## src/rtl/vga_pkg.sv

```systemverilog
// rtl/vga_pkg.sv - shared types and constants for the VGA memory arbiter
package vga_pkg;

  localparam int STARVE_W = 8;

  typedef enum logic [1:0] {
    NONE,
    DISP,
    CPU
  } owner_e;

  typedef enum logic [1:0] {
    C_IDLE,
    C_RD,
    C_WR,
    C_ACK
  } cpu_state_e;

endpackage

```

## src/rtl/vga_mem_arbiter_if.sv

```systemverilog
// rtl/vga_mem_arbiter_if.sv - display fetch, processor and RAM signals of the arbiter
interface vga_mem_arbiter_if #(
  parameter int ADDR_W = 32,
  parameter int DATA_W = 8
);
  logic              disp_req;
  logic [ADDR_W-1:0] disp_addr;
  logic [DATA_W-1:0] disp_data;
  logic              disp_valid;
  logic              disp_miss;
  logic              cpu_req;
  logic              cpu_we;
  logic [ADDR_W-1:0] cpu_addr;
  logic [DATA_W-1:0] cpu_wdata;
  logic [DATA_W-1:0] cpu_rdata;
  logic              cpu_ack;
  logic              mem_en;
  logic              mem_we;
  logic [ADDR_W-1:0] mem_addr;
  logic [DATA_W-1:0] mem_wdata;
  logic [DATA_W-1:0] mem_rdata;

  modport master (
    output disp_req, disp_addr, cpu_req, cpu_we, cpu_addr, cpu_wdata, mem_rdata,
    input  disp_data, disp_valid, disp_miss, cpu_rdata, cpu_ack,
           mem_en, mem_we, mem_addr, mem_wdata
  );

  modport slave (
    input  disp_req, disp_addr, cpu_req, cpu_we, cpu_addr, cpu_wdata, mem_rdata,
    output disp_data, disp_valid, disp_miss, cpu_rdata, cpu_ack,
           mem_en, mem_we, mem_addr, mem_wdata
  );
endinterface

```

## src/rtl/vga_arb_tag_pipe.sv

```systemverilog
// rtl/vga_arb_tag_pipe.sv - MEM_LAT-deep owner tag pipe that follows reads to the RAM output
module vga_arb_tag_pipe
  import vga_pkg::*;
#(
  parameter int MEM_LAT = 1
) (
  input  logic   clk,
  input  logic   reset,
  input  owner_e tag_in,
  output owner_e tag_out
);

  owner_e stage [MEM_LAT];

  always_ff @(posedge clk or posedge reset) begin
    if (reset) begin
      for (int i = 0; i < MEM_LAT; i++) stage[i] <= NONE;
    end else begin
      stage[0] <= tag_in;
      for (int i = 1; i < MEM_LAT; i++) stage[i] <= stage[i-1];
    end
  end

  assign tag_out = stage[MEM_LAT-1];

endmodule

```

## src/rtl/vga_mem_arbiter.sv

```systemverilog
// rtl/vga_mem_arbiter.sv - display-priority arbiter for the frame-buffer RAM
// Optional starvation guard (forced processor slot, disp_miss) under VGA_ARB_STARVE_EN.
module vga_mem_arbiter
  import vga_pkg::*;
#(
  parameter int ADDR_W     = 32,
  parameter int DATA_W     = 8,
  parameter int MEM_LAT    = 1,
  parameter int STARVE_MAX = 16
) (
  input  logic             clk,
  input  logic             reset,
  vga_mem_arbiter_if.slave bus
);

  if (MEM_LAT < 1 || MEM_LAT > 4 || STARVE_MAX < 2 || STARVE_MAX > 255) begin : g_param_check
    $error("vga_mem_arbiter: MEM_LAT or STARVE_MAX out of range");
  end

  cpu_state_e        state;
  owner_e            grant_owner;
  owner_e            ret_owner;
  logic              cpu_idle;
  logic              forced;
  logic              disp_grant;
  logic              cpu_grant;
  logic              rd_done;
  logic              mem_en;
  logic              mem_we;
  logic [ADDR_W-1:0] mem_addr;
  logic [DATA_W-1:0] mem_wdata;
  logic [DATA_W-1:0] disp_data;
  logic              disp_valid;
  logic              disp_miss;
  logic [DATA_W-1:0] cpu_rdata;
  logic              cpu_ack;

  assign cpu_idle = (state == C_IDLE);

`ifdef VGA_ARB_STARVE_EN
  logic [STARVE_W-1:0] starve_cnt;

  assign forced = cpu_idle && bus.cpu_req && (starve_cnt >= STARVE_W'(STARVE_MAX));

  always_ff @(posedge clk or posedge reset) begin
    if (reset) begin
      starve_cnt <= '0;
    end else if (!bus.cpu_req || cpu_grant) begin
      starve_cnt <= '0;
    end else if (cpu_idle && disp_grant && starve_cnt != '1) begin
      starve_cnt <= starve_cnt + 1'b1;
    end
  end
`else
  assign forced = 1'b0;
`endif

  assign disp_grant = !forced && bus.disp_req;
  assign cpu_grant  = forced || (!bus.disp_req && cpu_idle && bus.cpu_req);

  always_comb begin
    grant_owner = NONE;
    if (cpu_grant && !bus.cpu_we) grant_owner = CPU;
    else if (disp_grant)          grant_owner = DISP;
  end

  vga_arb_tag_pipe #(.MEM_LAT(MEM_LAT)) u_tag_pipe (
    .clk     (clk),
    .reset   (reset),
    .tag_in  (grant_owner),
    .tag_out (ret_owner)
  );

  always_ff @(posedge clk or posedge reset) begin
    if (reset) begin
      state      <= C_IDLE;
      mem_en     <= 1'b0;
      mem_we     <= 1'b0;
      mem_addr   <= '0;
      mem_wdata  <= '0;
      disp_data  <= '0;
      disp_valid <= 1'b0;
      disp_miss  <= 1'b0;
      cpu_rdata  <= '0;
      cpu_ack    <= 1'b0;
      rd_done    <= 1'b0;
    end else begin
      mem_en    <= disp_grant || cpu_grant;
      mem_we    <= cpu_grant && bus.cpu_we;
      disp_miss <= forced && bus.disp_req;
      if (cpu_grant) begin
        mem_addr  <= bus.cpu_addr;
        mem_wdata <= bus.cpu_wdata;
      end else if (disp_grant) begin
        mem_addr  <= bus.disp_addr;
      end

      disp_valid <= (ret_owner == DISP);
      if (ret_owner == DISP) disp_data <= bus.mem_rdata;
      // Processor read data is captured here and acknowledged one cycle later.
      rd_done <= (ret_owner == CPU);
      if (ret_owner == CPU) cpu_rdata <= bus.mem_rdata;

      cpu_ack <= 1'b0;
      case (state)
        C_IDLE: begin
          if (cpu_grant) begin
            if (bus.cpu_we) state <= C_WR;
            else            state <= C_RD;
          end
        end
        C_RD: begin
          if (rd_done) begin
            state   <= C_ACK;
            cpu_ack <= 1'b1;
          end
        end
        C_WR: begin
          state   <= C_ACK;
          cpu_ack <= 1'b1;
        end
        default: state <= C_IDLE;
      endcase
    end
  end

  assign bus.mem_en     = mem_en;
  assign bus.mem_we     = mem_we;
  assign bus.mem_addr   = mem_addr;
  assign bus.mem_wdata  = mem_wdata;
  assign bus.disp_data  = disp_data;
  assign bus.disp_valid = disp_valid;
  assign bus.disp_miss  = disp_miss;
  assign bus.cpu_rdata  = cpu_rdata;
  assign bus.cpu_ack    = cpu_ack;

endmodule

```

## src/flat_wrapper.sv

```systemverilog
// flat-port wrapper written by rule: the top's interface ports become plain ports
module vga_mem_arbiter_flat import vga_pkg::*;
#(
  parameter int ADDR_W     = 32,
  parameter int DATA_W     = 8,
  parameter int MEM_LAT    = 1,
  parameter int STARVE_MAX = 16
)
  (clk, reset, bus_disp_req, bus_disp_addr, bus_cpu_req, bus_cpu_we, bus_cpu_addr, bus_cpu_wdata, bus_mem_rdata, bus_disp_data, bus_disp_valid, bus_disp_miss, bus_cpu_rdata, bus_cpu_ack, bus_mem_en, bus_mem_we, bus_mem_addr, bus_mem_wdata);
  vga_mem_arbiter_if #(.ADDR_W(ADDR_W), .DATA_W(DATA_W)) bus_i ();
  input  logic clk;
  input  logic reset;
  input wire logic [$bits(bus_i.disp_req)-1:0] bus_disp_req;
  input wire logic [$bits(bus_i.disp_addr)-1:0] bus_disp_addr;
  input wire logic [$bits(bus_i.cpu_req)-1:0] bus_cpu_req;
  input wire logic [$bits(bus_i.cpu_we)-1:0] bus_cpu_we;
  input wire logic [$bits(bus_i.cpu_addr)-1:0] bus_cpu_addr;
  input wire logic [$bits(bus_i.cpu_wdata)-1:0] bus_cpu_wdata;
  input wire logic [$bits(bus_i.mem_rdata)-1:0] bus_mem_rdata;
  output wire logic [$bits(bus_i.disp_data)-1:0] bus_disp_data;
  output wire logic [$bits(bus_i.disp_valid)-1:0] bus_disp_valid;
  output wire logic [$bits(bus_i.disp_miss)-1:0] bus_disp_miss;
  output wire logic [$bits(bus_i.cpu_rdata)-1:0] bus_cpu_rdata;
  output wire logic [$bits(bus_i.cpu_ack)-1:0] bus_cpu_ack;
  output wire logic [$bits(bus_i.mem_en)-1:0] bus_mem_en;
  output wire logic [$bits(bus_i.mem_we)-1:0] bus_mem_we;
  output wire logic [$bits(bus_i.mem_addr)-1:0] bus_mem_addr;
  output wire logic [$bits(bus_i.mem_wdata)-1:0] bus_mem_wdata;
  assign bus_i.disp_req = bus_disp_req;
  assign bus_i.disp_addr = bus_disp_addr;
  assign bus_i.cpu_req = bus_cpu_req;
  assign bus_i.cpu_we = bus_cpu_we;
  assign bus_i.cpu_addr = bus_cpu_addr;
  assign bus_i.cpu_wdata = bus_cpu_wdata;
  assign bus_i.mem_rdata = bus_mem_rdata;
  assign bus_disp_data = bus_i.disp_data;
  assign bus_disp_valid = bus_i.disp_valid;
  assign bus_disp_miss = bus_i.disp_miss;
  assign bus_cpu_rdata = bus_i.cpu_rdata;
  assign bus_cpu_ack = bus_i.cpu_ack;
  assign bus_mem_en = bus_i.mem_en;
  assign bus_mem_we = bus_i.mem_we;
  assign bus_mem_addr = bus_i.mem_addr;
  assign bus_mem_wdata = bus_i.mem_wdata;
  vga_mem_arbiter #(.ADDR_W(ADDR_W), .DATA_W(DATA_W), .MEM_LAT(MEM_LAT), .STARVE_MAX(STARVE_MAX)) u_core (.clk(clk), .reset(reset), .bus(bus_i));
endmodule
```

## config.mk

```make
export PLATFORM = sky130hd
export DESIGN_NAME = vga_mem_arbiter_flat
export DESIGN_NICKNAME = d
export VERILOG_FILES = /design/src/rtl/vga_pkg.sv /design/src/rtl/vga_mem_arbiter_if.sv /design/src/rtl/vga_arb_tag_pipe.sv /design/src/rtl/vga_mem_arbiter.sv /design/src/flat_wrapper.sv
export SDC_FILE = /design/constraint.sdc
export NUM_CORES = 1
export LEC_CHECK = 0
export BUFFER_PORTS_ARGS = -buffer_cell sky130_fd_sc_hd__buf_2
export CORE_MARGIN = 1.5
export CORE_UTILIZATION = 38
export DETAILED_ROUTE_END_ITERATION = 7
export GPL_ROUTABILITY_DRIVEN = 0
export GPL_TIMING_DRIVEN = 0
export PLACE_DENSITY = 0.79
export SETUP_SLACK_MARGIN = 0.05
export SYNTH_ARGS = -nofsm -noshare
export SYNTH_HDL_FRONTEND = slang
export SYNTH_HIERARCHICAL = 1
export SYNTH_SLANG_ARGS = --single-unit
```

## constraint.sdc

```tcl
create_clock -name clk -period 2.65 [get_ports clk]
set_input_delay 0.53 -clock clk [delete_from_list [all_inputs] [get_ports clk]]
set_output_delay 0.53 -clock clk [all_outputs]
set_load 0.005 [all_outputs]
```

==> impl_metrics.csv <==
group,metric,value,unit
clock_tree,cts.repair.resized,0,
yosys,synthMuxAreaShare,0.230,
clock_tree,clock_path_buffers,2,
routing,vias,2288,
yosys,yosys.area_share.simple,0.0673,
die,start_util,0.389,
yosys,avgSynthCellArea,12.2,µm²
place,placed_cells,473,
yosys,synth_top_family_by_area,"multiplexers",
timing,finClkSkew,0.0113,ns
layout,final_cell_mix,"buf_2 (149), dfrtp_1 (65), mux2i_1 (33), nand2_1 (32), o21ai_0 (32)",
grt,antenna_found_initial,0,
timing,finalCriticalPeriod,1.73,ns
routing,drtIter0Drc,84,
worst_setup_path,r2r_end,"u_core/bus.mem_wdata[4]",
worst_setup_path,required,2.85,ns
place,dp_hpwl,4880,µm
layout,diodes,0,
grt,grt_pass1_wl,9880,µm
worst_setup_path,path_delay_family,"flip-flops",
timing,maxSlewViolCount,0,
clock_tree,numCtsBuffers,9,
layout,fin_cells,489,
worst_setup_path,criticalPathCategory,"reg2reg",
routing,firstDrtPassIters,4,
worst_setup_path,worstPathArrival,1.93,ns
worst_setup_path,path_buf_inv,2,
layout,nets,474,
die,die_area,7860,µm²
layout,area_delta_synth_final,37.8,%
timing,fin_crit_sh,0.653,
die,die_w,88.7,µm
worst_setup_path,path_cells,"inv_1 > ha_1 > nand2_2 > or2_1 > buf_6 > mux2_4",
clock_tree,clkSinkCount,65,
layout,postLayoutCellArea,3840,µm²
routing,ant_nets,0,
yosys,synth_fa_ha_area_frac,0.0179,
die,fp-row-count,31,
worst_setup_path,slowest_stage,"dfrtp_1",
clock_tree,cts_setup_buffers,0,
layout,drive_gt1_frac,0.492,
routing,avgViaCountPerCell,4.68,
timing,rsz0062_at_grt,"false",
yosys,ys_types,20,
power_and_ir_drop,p_leak,0.00217,µW
worst_setup_path,path_max_fanout,10,
worst_setup_path,cp_slowest_stage_delay,0.41,ns
clock_tree,cts_tree,"built",
yosys,netlist_area,2790,µm²
routing,drc_errors,0,
worst_setup_path,cp-end-kind,"flop",
grt,grt-ovfl-total,0,
timing,max_freq,578,MHz
hold_path,hold_class,"in2async",
job,cap_violations,0,
yosys,ys_warn_count,6,
place,dpl_cell_area,3650,µm²
die,core,7180,µm²
worst_setup_path,start_kind,"flop",
timing,setup_viol,0,
clock_tree,clkLatencyLatePin,0.33,ns
clock_tree,cts_hold_buf,0,
layout,final_common_cell,"buf_2",
die,die_h,88.7,µm
yosys,synthXorXnorAreaFrac,0,
status,outcome,"completed",
grt,grt_pass1_vias,2223,
layout,seq_area,1630,µm²
grt,grt_usage,0.166,
layout,fillers,668,
die,io_pins,146,
worst_setup_path,r2r_slack,0.92,ns
clock_tree,cts_root_buffer,"clkbuf_8",
yosys,synth_compound_area_frac,0.0655,
place,portBuffers,144,
clock_tree,cts.clk_slew.worst_paths,0.06,ns
yosys,syn-instance-count,229,
routing,routed_wirelength,6410,µm
timing,hold_viol,0,
timing,slew_headroom,0.603,
yosys,synth_seq_cells,65,
worst_setup_path,r2r_cells,6,
yosys,syn_nets,318,
routing,wl_per_cell,13.1,µm
timing,worst_pin_slew,0.595,ns
layout,multiInputGateArea,1070,µm²
power_and_ir_drop,irDropWorstVdd,343,µV
yosys,seq_area_frac_synth,0.583,
grt,grt_max_degree,38,
worst_setup_path,r2r-start,"u_core/state[0]",
clock_tree,h-tree-depth,3,
power_and_ir_drop,power_density,832,nW/µm²
cell usage after synthesis, drive strengths merged:
master	instances	area, µm²
dfrtp	65	1630
mux2i	33	330
nand2	33	126
o21ai	32	160
mux2	25	312
clkbuf	8	30.0
buf	7	43.8
inv	6	22.5
ha	4	50.1
nor2b	4	25.0
a21oi	3	15.0
nand2b	3	18.8
nor2	3	11.3
conb	1	3.75
o21bai	1	7.51
or2	1	6.26
layout make-up:
| type | count | share of cell area |
|---|---|---|
| plain buffers | 15 | 0.0192 |
| repair buffers | 145 | 0.193 |
| inverters | 6 | 0.00586 |
| clock buffers | 13 | 0.0387 |
| well taps | 99 | 0.0322 |
| flip-flops and latches | 65 | 0.423 |
| clock inverters | 3 | 0.0104 |
| multi-input cells | 143 | 0.277 |
metal layers:
layer	GRT usage	wire, µm	up-vias
li1	-	-	1082
met4	0.0724	106	0
met2	0.289	3270	96
met1	0.181	2540	1099
met3	0.0597	492	11
met5	0	0	-
cells by family (layout without fill, tap and decap cells):
logic type               count (synthesis)  count (layout)
multiplexers                            58              58
AO/OA/AOI/OAI                           36              36
adder cells (fa/ha/maj)                  4               4
buffers and inverters                   21             182
AND/OR/NAND/NOR                         44              44
other                                    1               1
flip-flops                              65              65
worst register-to-register path, delay by kind of cell, from the launching register on:
family	cells	cell delay [ns]
adders and majority gates	1	0.23
muxes	1	0.31
DFF	1	0.41
buffers and inverters	2	0.28
and+or+nand+nor	2	0.40
worst max-delay path by stage:
stage / start / endpoint / slack (ns) / cells after the start
after floorplan: reset / u_core/bus.cpu_ack / 0.55 / 1
after global placement: reset / u_core/bus.mem_addr[5] / -0.19 / 2
after detailed placement: bus_disp_req / u_core/bus.mem_addr[8] / 0.88 / 5
after CTS: u_core/state[0] / u_core/bus.mem_wdata[4] / 0.92 / 6
after global routing: u_core/state[1] / u_core/bus.mem_addr[20] / 0.81 / 6
final: u_core/state[0] / u_core/bus.mem_wdata[4] / 0.92 / 6
where the power goes:
group | leakage [µW] | switching, µW | total (µW) | internal [µW]
logic | 0.00128 | 437 | 1010 | 574
registers | 0.000791 | 133 | 1380 | 1250
clock network | 0.0000974 | 347 | 806 | 459
sequential cells by signal, indices dropped and copies added, names as in the netlist, 2 cells and up:
signal                     cells
u_core/bus.cpu_rdata           8
u_core/bus.disp_data           8
u_core/bus.mem_addr           32
u_core/bus.mem_wdata           8
u_core/state                   2
u_core/u_tag_pipe/tag_out      2
metrics by stage:
step           total power, µW  utilization  hold slack [ns]  TNS (ns)  setup slack [ns]
2_1_floorplan             2000            -            0.271         0             0.550
5_1_grt                   3420        0.535           0.0531         0             0.813
6_report                  3200        0.535           0.0702         0             0.920
4_1_cts                   3250        0.535           0.0472         0             0.916
3_3_place_gp              2370        0.506            0.395    -11.92            -0.193
3_5_place_dp              2430        0.509            0.403         0             0.877
Note: power is estimated with default switching activity, not from simulation.
